[src/rtl/score_accum_if.sv]
`timescale 1ns/1ps
// score_accum_if: bundle between collision/round control and the score accumulator.
//   clr        round clear pulse (master -> slave)
//   snowf_get  per-flake collected level flags (master -> slave)
//   score      running round score (slave -> master)
//   best       best score since reset (slave -> master)
//   gained     flakes credited in the last update (slave -> master)
//   score_upd  one-cycle pulse when score was updated (slave -> master)
//   all_got    every flake credited this round (slave -> master)
//   sat        score clipped at the ceiling this round (slave -> master)
interface score_accum_if #(
    parameter int unsigned N_FLAKES = 15,
    parameter int unsigned SCORE_W  = 8,
    parameter int unsigned CNT_W    = $clog2(N_FLAKES + 1)
);
    logic                clr;
    logic [N_FLAKES-1:0] snowf_get;
    logic [SCORE_W-1:0]  score;
    logic [SCORE_W-1:0]  best;
    logic [CNT_W-1:0]    gained;
    logic                score_upd;
    logic                all_got;
    logic                sat;

    modport master (
        output clr, snowf_get,
        input  score, best, gained, score_upd, all_got, sat
    );

    modport slave (
        input  clr, snowf_get,
        output score, best, gained, score_upd, all_got, sat
    );
endinterface

[src/rtl/score_accum.sv]
`timescale 1ns/1ps
// score_accum: credits each snowflake at most once per round, keeps a
// saturating round score and a best score across rounds.
//   clk    system clock, rising edge
//   rst_n  asynchronous active-low reset
//   bus    score_accum_if slave (clr, snowf_get in; score, best, gained,
//          score_upd, all_got, sat out)
module score_accum #(
    parameter int unsigned N_FLAKES  = 15,
    parameter int unsigned SCORE_W   = 8,
    parameter int unsigned MAX_SCORE = 255,
    parameter int unsigned CNT_W     = $clog2(N_FLAKES + 1)
) (
    input  logic         clk,
    input  logic         rst_n,
    score_accum_if.slave bus
);

    // Sum width covers both operands so a wide hit count cannot wrap.
    localparam int unsigned SUM_W = ((SCORE_W > CNT_W) ? SCORE_W : CNT_W) + 1;

    logic [N_FLAKES-1:0] got;
    logic [N_FLAKES-1:0] new_flags_c;
    logic [CNT_W-1:0]    hits_c;
    logic [CNT_W-1:0]    hits_q;
    logic                hv_q;

    logic [SCORE_W-1:0]  score;
    logic [SCORE_W-1:0]  best;
    logic [CNT_W-1:0]    gained;
    logic                score_upd;
    logic                sat;

    logic [SUM_W-1:0]    sum_c;
    logic                ovf_c;
    logic [SCORE_W-1:0]  score_nxt_c;

    // Flags not yet credited this round, and how many of them there are.
    always_comb begin
        new_flags_c = bus.snowf_get & ~got;
        hits_c      = '0;
        for (int unsigned i = 0; i < N_FLAKES; i++) begin
            hits_c = hits_c + CNT_W'(new_flags_c[i]);
        end
    end

    // Saturating add of the staged hit count.
    always_comb begin
        sum_c       = SUM_W'(score) + SUM_W'(hits_q);
        ovf_c       = sum_c > SUM_W'(MAX_SCORE);
        score_nxt_c = ovf_c ? SCORE_W'(MAX_SCORE) : SCORE_W'(sum_c);
    end

    // Stage 1: mark credited flakes and register the hit count.
    always_ff @(posedge clk or negedge rst_n) begin
        if (!rst_n) begin
            got    <= '0;
            hits_q <= '0;
            hv_q   <= 1'b0;
        end else if (bus.clr) begin
            got    <= '0;
            hits_q <= '0;
            hv_q   <= 1'b0;
        end else begin
            got    <= got | new_flags_c;
            hits_q <= hits_c;
            hv_q   <= |new_flags_c;
        end
    end

    // Stage 2: apply the staged hits to score/best; best survives clr.
    always_ff @(posedge clk or negedge rst_n) begin
        if (!rst_n) begin
            score     <= '0;
            best      <= '0;
            gained    <= '0;
            score_upd <= 1'b0;
            sat       <= 1'b0;
        end else if (bus.clr) begin
            score     <= '0;
            gained    <= '0;
            score_upd <= 1'b0;
            sat       <= 1'b0;
        end else if (hv_q) begin
            score     <= score_nxt_c;
            gained    <= hits_q;
            score_upd <= 1'b1;
            sat       <= sat | ovf_c;
            if (score_nxt_c > best) begin
                best <= score_nxt_c;
            end
        end else begin
            score_upd <= 1'b0;
        end
    end

    assign bus.score     = score;
    assign bus.best      = best;
    assign bus.gained    = gained;
    assign bus.score_upd = score_upd;
    assign bus.sat       = sat;
    assign bus.all_got   = &got;

endmodule
[src/flat_wrapper.sv]
// flat-port wrapper written by rule: the top's interface ports become plain ports
module score_accum_flat 
#(
    parameter int unsigned N_FLAKES  = 15,
    parameter int unsigned SCORE_W   = 8,
    parameter int unsigned MAX_SCORE = 255,
    parameter int unsigned CNT_W     = $clog2(N_FLAKES + 1)
)
  (clk, rst_n, bus_clr, bus_snowf_get, bus_score, bus_best, bus_gained, bus_score_upd, bus_all_got, bus_sat);
  score_accum_if #(.N_FLAKES(N_FLAKES), .SCORE_W(SCORE_W), .CNT_W(CNT_W)) bus_i ();
  input  logic clk;
  input  logic rst_n;
  input wire logic [$bits(bus_i.clr)-1:0] bus_clr;
  input wire logic [$bits(bus_i.snowf_get)-1:0] bus_snowf_get;
  output wire logic [$bits(bus_i.score)-1:0] bus_score;
  output wire logic [$bits(bus_i.best)-1:0] bus_best;
  output wire logic [$bits(bus_i.gained)-1:0] bus_gained;
  output wire logic [$bits(bus_i.score_upd)-1:0] bus_score_upd;
  output wire logic [$bits(bus_i.all_got)-1:0] bus_all_got;
  output wire logic [$bits(bus_i.sat)-1:0] bus_sat;
  assign bus_i.clr = bus_clr;
  assign bus_i.snowf_get = bus_snowf_get;
  assign bus_score = bus_i.score;
  assign bus_best = bus_i.best;
  assign bus_gained = bus_i.gained;
  assign bus_score_upd = bus_i.score_upd;
  assign bus_all_got = bus_i.all_got;
  assign bus_sat = bus_i.sat;
  score_accum #(.N_FLAKES(N_FLAKES), .SCORE_W(SCORE_W), .MAX_SCORE(MAX_SCORE), .CNT_W(CNT_W)) u_core (.clk(clk), .rst_n(rst_n), .bus(bus_i));
endmodule
[config.mk]
export PLATFORM = sky130hd
export DESIGN_NAME = score_accum_flat
export DESIGN_NICKNAME = d
export VERILOG_FILES = /design/src/rtl/score_accum_if.sv /design/src/rtl/score_accum.sv /design/src/flat_wrapper.sv
export SDC_FILE = /design/constraint.sdc
export NUM_CORES = 1
export LEC_CHECK = 0
export BUFFER_PORTS_ARGS = -buffer_cell sky130_fd_sc_hd__buf_2
export CAP_MARGIN = 20
export CORE_UTILIZATION = 50
export CTS_BUF_LIST = sky130_fd_sc_hd__clkbuf_2 sky130_fd_sc_hd__clkbuf_4 sky130_fd_sc_hd__clkbuf_8
export DETAILED_ROUTE_END_ITERATION = 6
export PLACE_DENSITY = 0.73
export SYNTH_ARGS = -nofsm -noshare
export SYNTH_HDL_FRONTEND = slang
export SYNTH_SLANG_ARGS = --single-unit
[constraint.sdc]
create_clock -name clk -period 11.45 [get_ports clk]
set_clock_uncertainty 0.2 [all_clocks]
set_input_delay 1.145 -clock clk [delete_from_list [all_inputs] [get_ports clk]]
set_output_delay 1.145 -clock clk [all_outputs]
set_load 0.01 [all_outputs]
==> results, run 1 <==
- The mean routed wirelength per cell is 13.3 um.
- The number of standard cells after synthesis is 250.
- The yosys synthesis warning count is 0.
- The clock slew seen by the registers of the worst setup and hold paths is about 0.080 ns.
- The largest vdd supply drop is roughly 0.070 mV.
- The die is approximately 74 um tall.
- The cts-stage hold buffer count is 0.
- In this run the horizontal extent of the chip is about 74 um.
- The storage element area is ~0.0011 mm^2.
- The number of slew-limit violations in the final report came to 0.
- For the worst setup path, the data arrival time is about 4.4 ns.
- The total global-route track usage is 19.6%.
- The die area is 0.00543 mm^2.
- The number of optimization iterations in the first detailed-route pass is 4.
- The area added between synthesis and finish is 13.1%.
- The number of non-filler instances in the completed layout is around 360.
- Setup repair after global routing left no endpoint under its margin.
- Summing all non-filler instances in the final layout gives an area of a little under 0.003 mm^2.
- The DRC violation total after the first TritonRoute iteration is 66.
- By area the synthesized netlist is led by dfrtp_1 (41%), ha_1 (9.3%), fa_1 (7.8%).
- The pre-CTS worst setup slack is about 6.6 ns.
- The average cell area after synthesis is approximately 10 um^2.
- TritonCTS created 5 clock buffers.
- The dominant register cell in the synthesized netlist is dfrtp_1.
- Counting flops with an async set or reset pin after synthesis yields a share of between 90% and 100%.
- The initial antenna violation count was 0.
- Once placement finished, the instance area stood at approximately 0.0028 mm^2.
- CTS saw between 40 and 50 sinks.
- Summed over all layers, the routed wires come to approximately 4.7 mm.
- Setup violations remaining at the end of the flow were counted as 0.
- In this run the static leakage power is 1.53 nW.
- The synthesized netlist occupies a cell area of 0.00257 mm^2.
- Summed over all nets, the half-perimeter wirelength after detailed placement is ~3.6 mm.
- The number of global-route vias before repair is ~1800.
- During I/O placement, the number of pins put on the boundary was between 40 and 50.
- The pin count of the biggest net entering global routing is 43.
- The initial utilization of the core area, before any placement, comes to a little over half.
- The repair_antennas step left the layout with diodes totalling 0.
- The placeable core region is around 0.0048 mm^2.
- The accumulated negative setup slack is 0 ns.
- The proportion of synthesized chip area in sequential cells is 40.9%.
- The category of the critical setup timing path is in2reg.
- Once routing completed, OpenROAD measured the worst setup slack at about 7 ns.
- After detailed placement, the design holds a cell count of between 300 and 400.
- The maximum clock insertion buffer count is 2.
- The final number of hold-violating endpoints is 0.
- Measured against its own limit, the worst slew margin works out to approximately 39%.
- Across all hold checks on the routed design, the worst slack comes to 0.296 ns.
- The synthesized netlist net count is 297.
- The sum of overflow across all layers after global routing is 0.
- The post-synthesis cell type count is between 40 and 50.
- The TritonCTS clock tree is done.
- The number of DRC violations after detailed routing is 0.
- In the layout the commonest cells are nor2_1 (52), dfrtp_1 (42), buf_2 (40).
- Summing internal, switching and leakage power gives 0.525 mW.
- The area taken by multi-input logic gates is ~0.0014 mm^2.
- The residual antenna-violating net count after detailed routing is 0.
- During placement, the flow inserted port buffers numbering 40.
- Counting flops and latches in the post-synthesis netlist gives 42.
- Cells with a size suffix above 1 make up around 22% of the layout.
- The final critical path takes up about two fifths of the cycle.
- For the pin with the worst max-slew slack, the measured transition is just over 0.9 ns.
- The time the final worst path needs with I/O delays and setup is 4.48 ns.
- The number of gates resized after CTS was 0.
- The cell sitting at the root of the clock tree is a clkbuf_8.
- The highest achievable clock rate is ~220 MHz.
- The fill cell instance count of the final layout is 433.
- The number of H-tree levels is 2.
- The count of flip-flops with a built-in enable after synthesis is 0.
- After floorplanning, the core was divided into 25 placement rows.
- The nature of the critical path startpoint is a primary input.
- The flow ran to the end, and the final reports show no timing, DRC or antenna violations.
- The sort of element at the end of the critical path is a flip-flop.
- Clock latency on the worst-skew pair, taken at its later pin, is approximately 0.30 ns.
- The layout net count is 337.
- At the end of the flow the core is filled with cells to between 50% and 60%.
- The top cell type's share of synthesized area is approximately two fifths.
- Buffers added to address setup during post-CTS repair amount to 0.
- The required time at the worst-slack endpoint is roughly 11 ns.
- The weighted congestion at the end of routability-driven global placement is approximately 0.86.
- The library cell occupying the most area in the post-synthesis netlist is dfrtp_1.
- The largest fanout on the critical path is 2.
- The number of max-cap violations is 0.
- The type of the worst min-delay path is reg2reg.
- The wire length of the first global-routing pass is around 7.9 mm.
- The power density relative to cell area is between 150 and 200 mW/mm^2.
- The routed via count is 1828.
- The library cell used most frequently in the layout, excluding fill and tap cells, is nor2_1.
- The number of vias per cell after detailed routing is slightly above 5.
-- cells in the mapped netlist, drive strengths merged, types with 4 or more instances --
library cell	instances
fa	10
mux2i	9
ha	19
inv	25
nand4	4
nand2	4
nand2b	10
nor2	53
mux2	8
dfrtp	42
buf	5
nor2b	10
a21oi	9
nor3	4
nand3	7
a211oi	5
-- area by class of cell --
type	instances	share of cell area, %
Timing Repair Buffer	40	6.88
Tap cell	67	2.88
Clock buffer	7	2.88
Multi-Input combinational cell	176	48.0
Inverter	25	3.23
Sequential cell	42	36.1
-- critical path, cell delays in order --
cell	delay, ns
buf_2	0.09
nand2b_1	0.07
ha_1	0.29
inv_1	0.08
fa_1	0.45
fa_1	0.41
inv_1	0.10
fa_1	0.46
fa_1	0.52
ha_1	0.31
a21o_1	0.16
a21oi_1	0.16
xor2_1	0.15
nor2_1	0.05
-- flip-flops by register name, indices dropped and copies added, names as in the netlist --
| signal | flops |
|---|---|
| u_core.bus.best | 8 |
| u_core.bus.gained | 4 |
| u_core.bus.sat | 1 |
| u_core.bus.score | 8 |
| u_core.bus.score_upd | 1 |
| u_core.got | 15 |
| u_core.hits_q | 4 |
| u_core.hv_q | 1 |
-- cells by family (layout without fill, tap and decap cells) --
group / after synthesis / in the layout / synth area share [%]
AND/OR/NAND/NOR: 99 / 99 / 19.2
AO/OA/AOI/OAI: 27 / 27 / 8.62
adder cells (fa/ha/maj): 29 / 29 / 17.0
multiplexers: 17 / 17 / 8.03
XOR/XNOR: 4 / 4 / 1.36
flip-flops: 42 / 42 / 40.9
buffers and inverters: 32 / 72 / 4.82
-- per-layer routing --
metal	routed length, um	share of wire (%)	global-route usage [%]	vias up
met2	2400	51	33.6	39
li1	-	-	-	907
met1	2070	44	23.0	872
met5	0	0	0	-
met3	157	3.3	3.29	10
met4	103	2.2	11.3	0
-- power breakdown --
group,leakage (nW),switching [mW],total [mW],internal (mW)
Combinational,0.940,0.128,0.238,0.110
Sequential,0.547,0.0187,0.191,0.172
Clock,0.0452,0.0489,0.0956,0.0468
Total,1.53,0.196,0.525,0.329
-- path summary, 6_finish.rpt --
check / end / cells after the start / from / slack (ns)
max: u_core.hits_q[3]$_DFF_PN0_ / 14 / bus_snowf_get[1] / 6.97
min in group asynchronous: u_core.bus.best[2]$_DFFE_PN0P_ / 1 / rst_n / 0.78
max in group asynchronous: u_core.bus.score[6]$_DFFE_PN0P_ / 1 / rst_n / 9.71
max reg2reg: u_core.hits_q[3]$_DFF_PN0_ / 13 / u_core.got[1]$_DFF_PN0_ / 7.41
min: u_core.bus.sat$_DFFE_PN0P_ / 2 / u_core.bus.sat$_DFFE_PN0P_ / 0.30
min reg2reg: u_core.bus.sat$_DFFE_PN0P_ / 2 / u_core.bus.sat$_DFFE_PN0P_ / 0.30
(Power assumes the default switching activity.)
==> inputs of run 2 (changes only) <==
PLACE_DENSITY = 0.76   (was 0.73)
clock period = 3.64 ns   (was 11.45 ns; I/O delays follow)
==> run 2 against run 1 <==
Compared with the run above:
- the run now ends with negative hold slack, negative setup slack left
- clock-buffer cell count unchanged
- die area unchanged
- non-clock buffer count rose by 17
- first-iteration DRC count rose by 24%
- register-to-register slack got worse by 7.6 ns
- sequential cell count is the same
- via count up 3.7%
- hold slack lost 0.30 ns
- global-route usage hardly changed
- critical path type is now reg2reg
- critical endpoint is now u_core.hits_q[1]$_DFF_PN0_
- highest routed layer unchanged
==> results, run 2 (synthesized netlist as in run 1, its figures left out) <==
- The flow ran to the end, but the final reports show violations.
- The final reports fail on negative hold slack, negative setup slack.
- In this run, the combinational gates consume between 40% and 50% of the power.
- The weighted congestion at the end of routability-driven global placement is 0.798.
- The category of the critical setup timing path is reg2reg.
- The final number of hold-violating endpoints was 5.
- The number of global-route vias before repair is between 1500 and 2000.
- The number of placement rows is 25.
- The clock buffer count from CTS is 5.
- In the layout the commonest cells are nor2_1 (51), dfrtp_1 (42), buf_2 (40).
- The clock latency on the worst-skew pair is around 0.30 ns.
- In this run, the clock network consumes a little under a fifth of the power.
- The mean routed wirelength per cell is 13.2 um.
- The sink count of the clock tree is 42.
- The worst reg-to-reg setup slack is -0.21 ns.
- The die is ~74 um tall.
- The clock slew seen by the registers of the worst setup and hold paths is 0.08 ns.
- The horizontal extent of the die is approximately 74 um.
- Across all setup checks in the final design, the least slack found is -0.208 ns.
- The register with the most flip-flops in the layout has 15 of them.
- The pin count of the biggest net entering global routing is between 40 and 50.
- In this run the static leakage power is 1.64 nW.
- Data arrives at the worst endpoint at 3.81 ns.
- After layout, the minimum clock period comes to 3.85 ns.
- The internal cell power is 1.14 mW.
- The floorplan step defined a die boundary enclosing roughly 0.0054 mm^2.
- The accumulated negative setup slack is -0.556 ns.
- In this run the power density over the cells is between 500 and 600 mW/mm^2.
- The slew at the pin with the worst max-slew slack is between 0.9 and 1 ns.
- The largest fanout on the critical path is 2.
- The total of endpoints with negative setup slack in the final report is 3.
- The initial antenna violation count is 0.
- Hold timing on the final database bottoms out at a slack of -0.00237 ns.
- TritonCTS built the clock tree.
- The endpoint of the worst register-to-register path is u_core.hits_q[1]$_DFF_PN0_.
- The type of the worst min-delay path is in2async.
- Setup repair after global routing could not meet its margin everywhere.
- The detailed router finished its first iteration with 82 violations.
- The largest registers in the layout are u_core.got: 15 flops, u_core.bus.best: 8 flops, u_core.bus.score: 8 flops.
- The power share of the sequential group is 33.4%.
- The number of vias per cell after detailed routing is between 5 and 6.
- The switching power is approximately 0.65 mW.
- The clock tree root buffer cell is clkbuf_8.
- The number of slew-limit violations in the final report was 0.
- The number of optimization iterations in the first detailed-route pass is 4.
- For this run, design rule violations remaining after detail routing come to 0.
- CTS built an H-tree with a depth of 2.
- The layout cell share with drive strength beyond 1 is around a third.
- Leaving out fill and tap cells, the most frequent cell in the layout is nor2_1.
- The first global-routing pass estimated ~7.9 mm of wire.
- The tool flagged a number of max-cap violations equal to 0.
- The effective utilization at floorplan is between 50% and 60%.
- The cts-stage hold buffer count is 0.
- The switching portion of total power is between 30% and 40%.
- Counting cells, the worst reg-to-reg path comes to 12.
- The register ranked first by flip-flop count is u_core.got.
- The layout net count is roughly 350.
- The largest vdd supply drop is about 0.27 mV.
- The worst reg2reg path startpoint is u_core.got[1]$_DFF_PN0_.
- The placeable core region is a little under 0.005 mm^2.
- The worst setup path is captured at a flip-flop.
- STA classifies the critical path startpoint as a flip-flop.
- 0 antenna diodes ended up in the layout.
- The highest achievable clock rate is around 260 MHz.
- The normalized max-slew margin is 37.7%.
- In this run the deepest clock path goes through 2 buffers.
- The residual antenna-violating net count after detailed routing is 0.
- The sum of overflow across all layers after global routing is 0.
- For this run, the total global-route usage over all layers was measured as just under 20%.
- Port buffering added 40 buffers.
- From synthesis to final layout, the design area changed by 22.4%.
- The final route contains 1895 vias.
- The post-route fraction of the period consumed by the critical path is 106%.
- The post-route core utilization is 64.9%.
- The detailed placement HPWL is between 3 and 4 mm.
- In this run the count of I/O pins placed on the die edge is 41.
- The routed design has 4.95 mm of wire.
- Data on the critical path is required at its endpoint by 3.60 ns.
- The fill cell instance count of the final layout is 390.
[run 2: cell types whose count changed in the layout (fill, tap and decap cells not counted), moves of 2 or more]
cell / change
buf_4: +15
ha_1: -4
a21oi_1: -3
fa_1: -3
fa_2: +3
inv_1: -3
inv_2: +3
a21oi_2: +2
ha_2: +2
ha_4: +2
nand2b_1: -2
nand2b_4: +2
[run 2: per-stage QoR]
step | setup slack (ns) | cells | hold WS [ns] | cell area (um^2) | power, mW
finish | -0.208 | 375 | -0.00237 | 3150 | 1.79
global route | -0.356 | 375 | 0.0756 | 3150 | 1.94
CTS | -0.184 | 371 | 0.0355 | 3050 | 1.74
detailed placement | -0.220 | 363 | 0.284 | 2960 | 1.41
global placement | -0.162 | 363 | 0.275 | 2960 | 1.38
floorplan | -0.0859 | 250 | -0.132 | 2610 | 1.19
[run 2: worst max path at each step]
stage,slack (ns),to,start,cells past startpoint
2_1_floorplan,-0.09,u_core.hits_q[1]$_DFF_PN0_,u_core.got[1]$_DFF_PN0_,12
3_5_place_dp,-0.22,u_core.hits_q[1]$_DFF_PN0_,bus_snowf_get[1],13
3_3_place_gp,-0.16,u_core.hits_q[1]$_DFF_PN0_,bus_snowf_get[1],13
6_report,-0.21,u_core.hits_q[1]$_DFF_PN0_,u_core.got[1]$_DFF_PN0_,12
5_1_grt,-0.36,u_core.hits_q[3]$_DFF_PN0_,u_core.got[0]$_DFF_PN0_,13
4_1_cts,-0.18,u_core.hits_q[1]$_DFF_PN0_,u_core.got[1]$_DFF_PN0_,12
[run 2: power groups by stage]
stage / sequential [mW] / combinational (mW) / clock, mW
6_report: 0.596 / 0.868 / 0.323
5_1_grt: 0.608 / 0.981 / 0.354
4_1_cts: 0.597 / 0.807 / 0.333
3_5_place_dp: 0.606 / 0.801 / 0
3_3_place_gp: 0.605 / 0.775 / 0
2_1_floorplan: 0.617 / 0.575 / 0
[run 2: final cells by class]
cell class | count | area [um^2] | share of cell area (%)
clock buffers | 7 | 90.1 | 2.86
clock inverters | 1 | 5.00 | 0.159
inverters | 25 | 93.8 | 2.98
multi-input cells | 176 | 1480 | 47.0
flip-flops and latches | 42 | 1050 | 33.4
well taps | 67 | 83.8 | 2.66
repair buffers | 57 | 344 | 10.9
[run 2: repair_timing]
| action | in CTS | in global routing |
|---|---|---|
| setup buffers | 0 | 4 |
| endpoints found under the hold margin | 0 | 0 |
| pin swaps | 2 | 11 |
| resized for setup | 0 | 12 |
| endpoints found under the setup margin | 3 | 11 |
[run 2: worst max-delay path, cell delays in order (launching register included)]
cell	delay, ns
dfrtp_1	0.38
nand2b_4	0.15
ha_4	0.26
inv_2	0.03
fa_1	0.45
fa_2	0.54
fa_1	0.42
fa_1	0.43
inv_1	0.07
ha_2	0.19
inv_2	0.04
fa_2	0.50
nor2_1	0.04
[run 2: layer usage]
| layer | track usage [%] | vias to the layer above | wire, um |
|---|---|---|---|
| li1 | - | 940 | - |
| met1 | 23.9 | 907 | 2120 |
| met2 | 33.9 | 40 | 2590 |
| met3 | 4.12 | 8 | 163 |
| met4 | 7.05 | 0 | 82 |
| met5 | 0 | - | 0 |
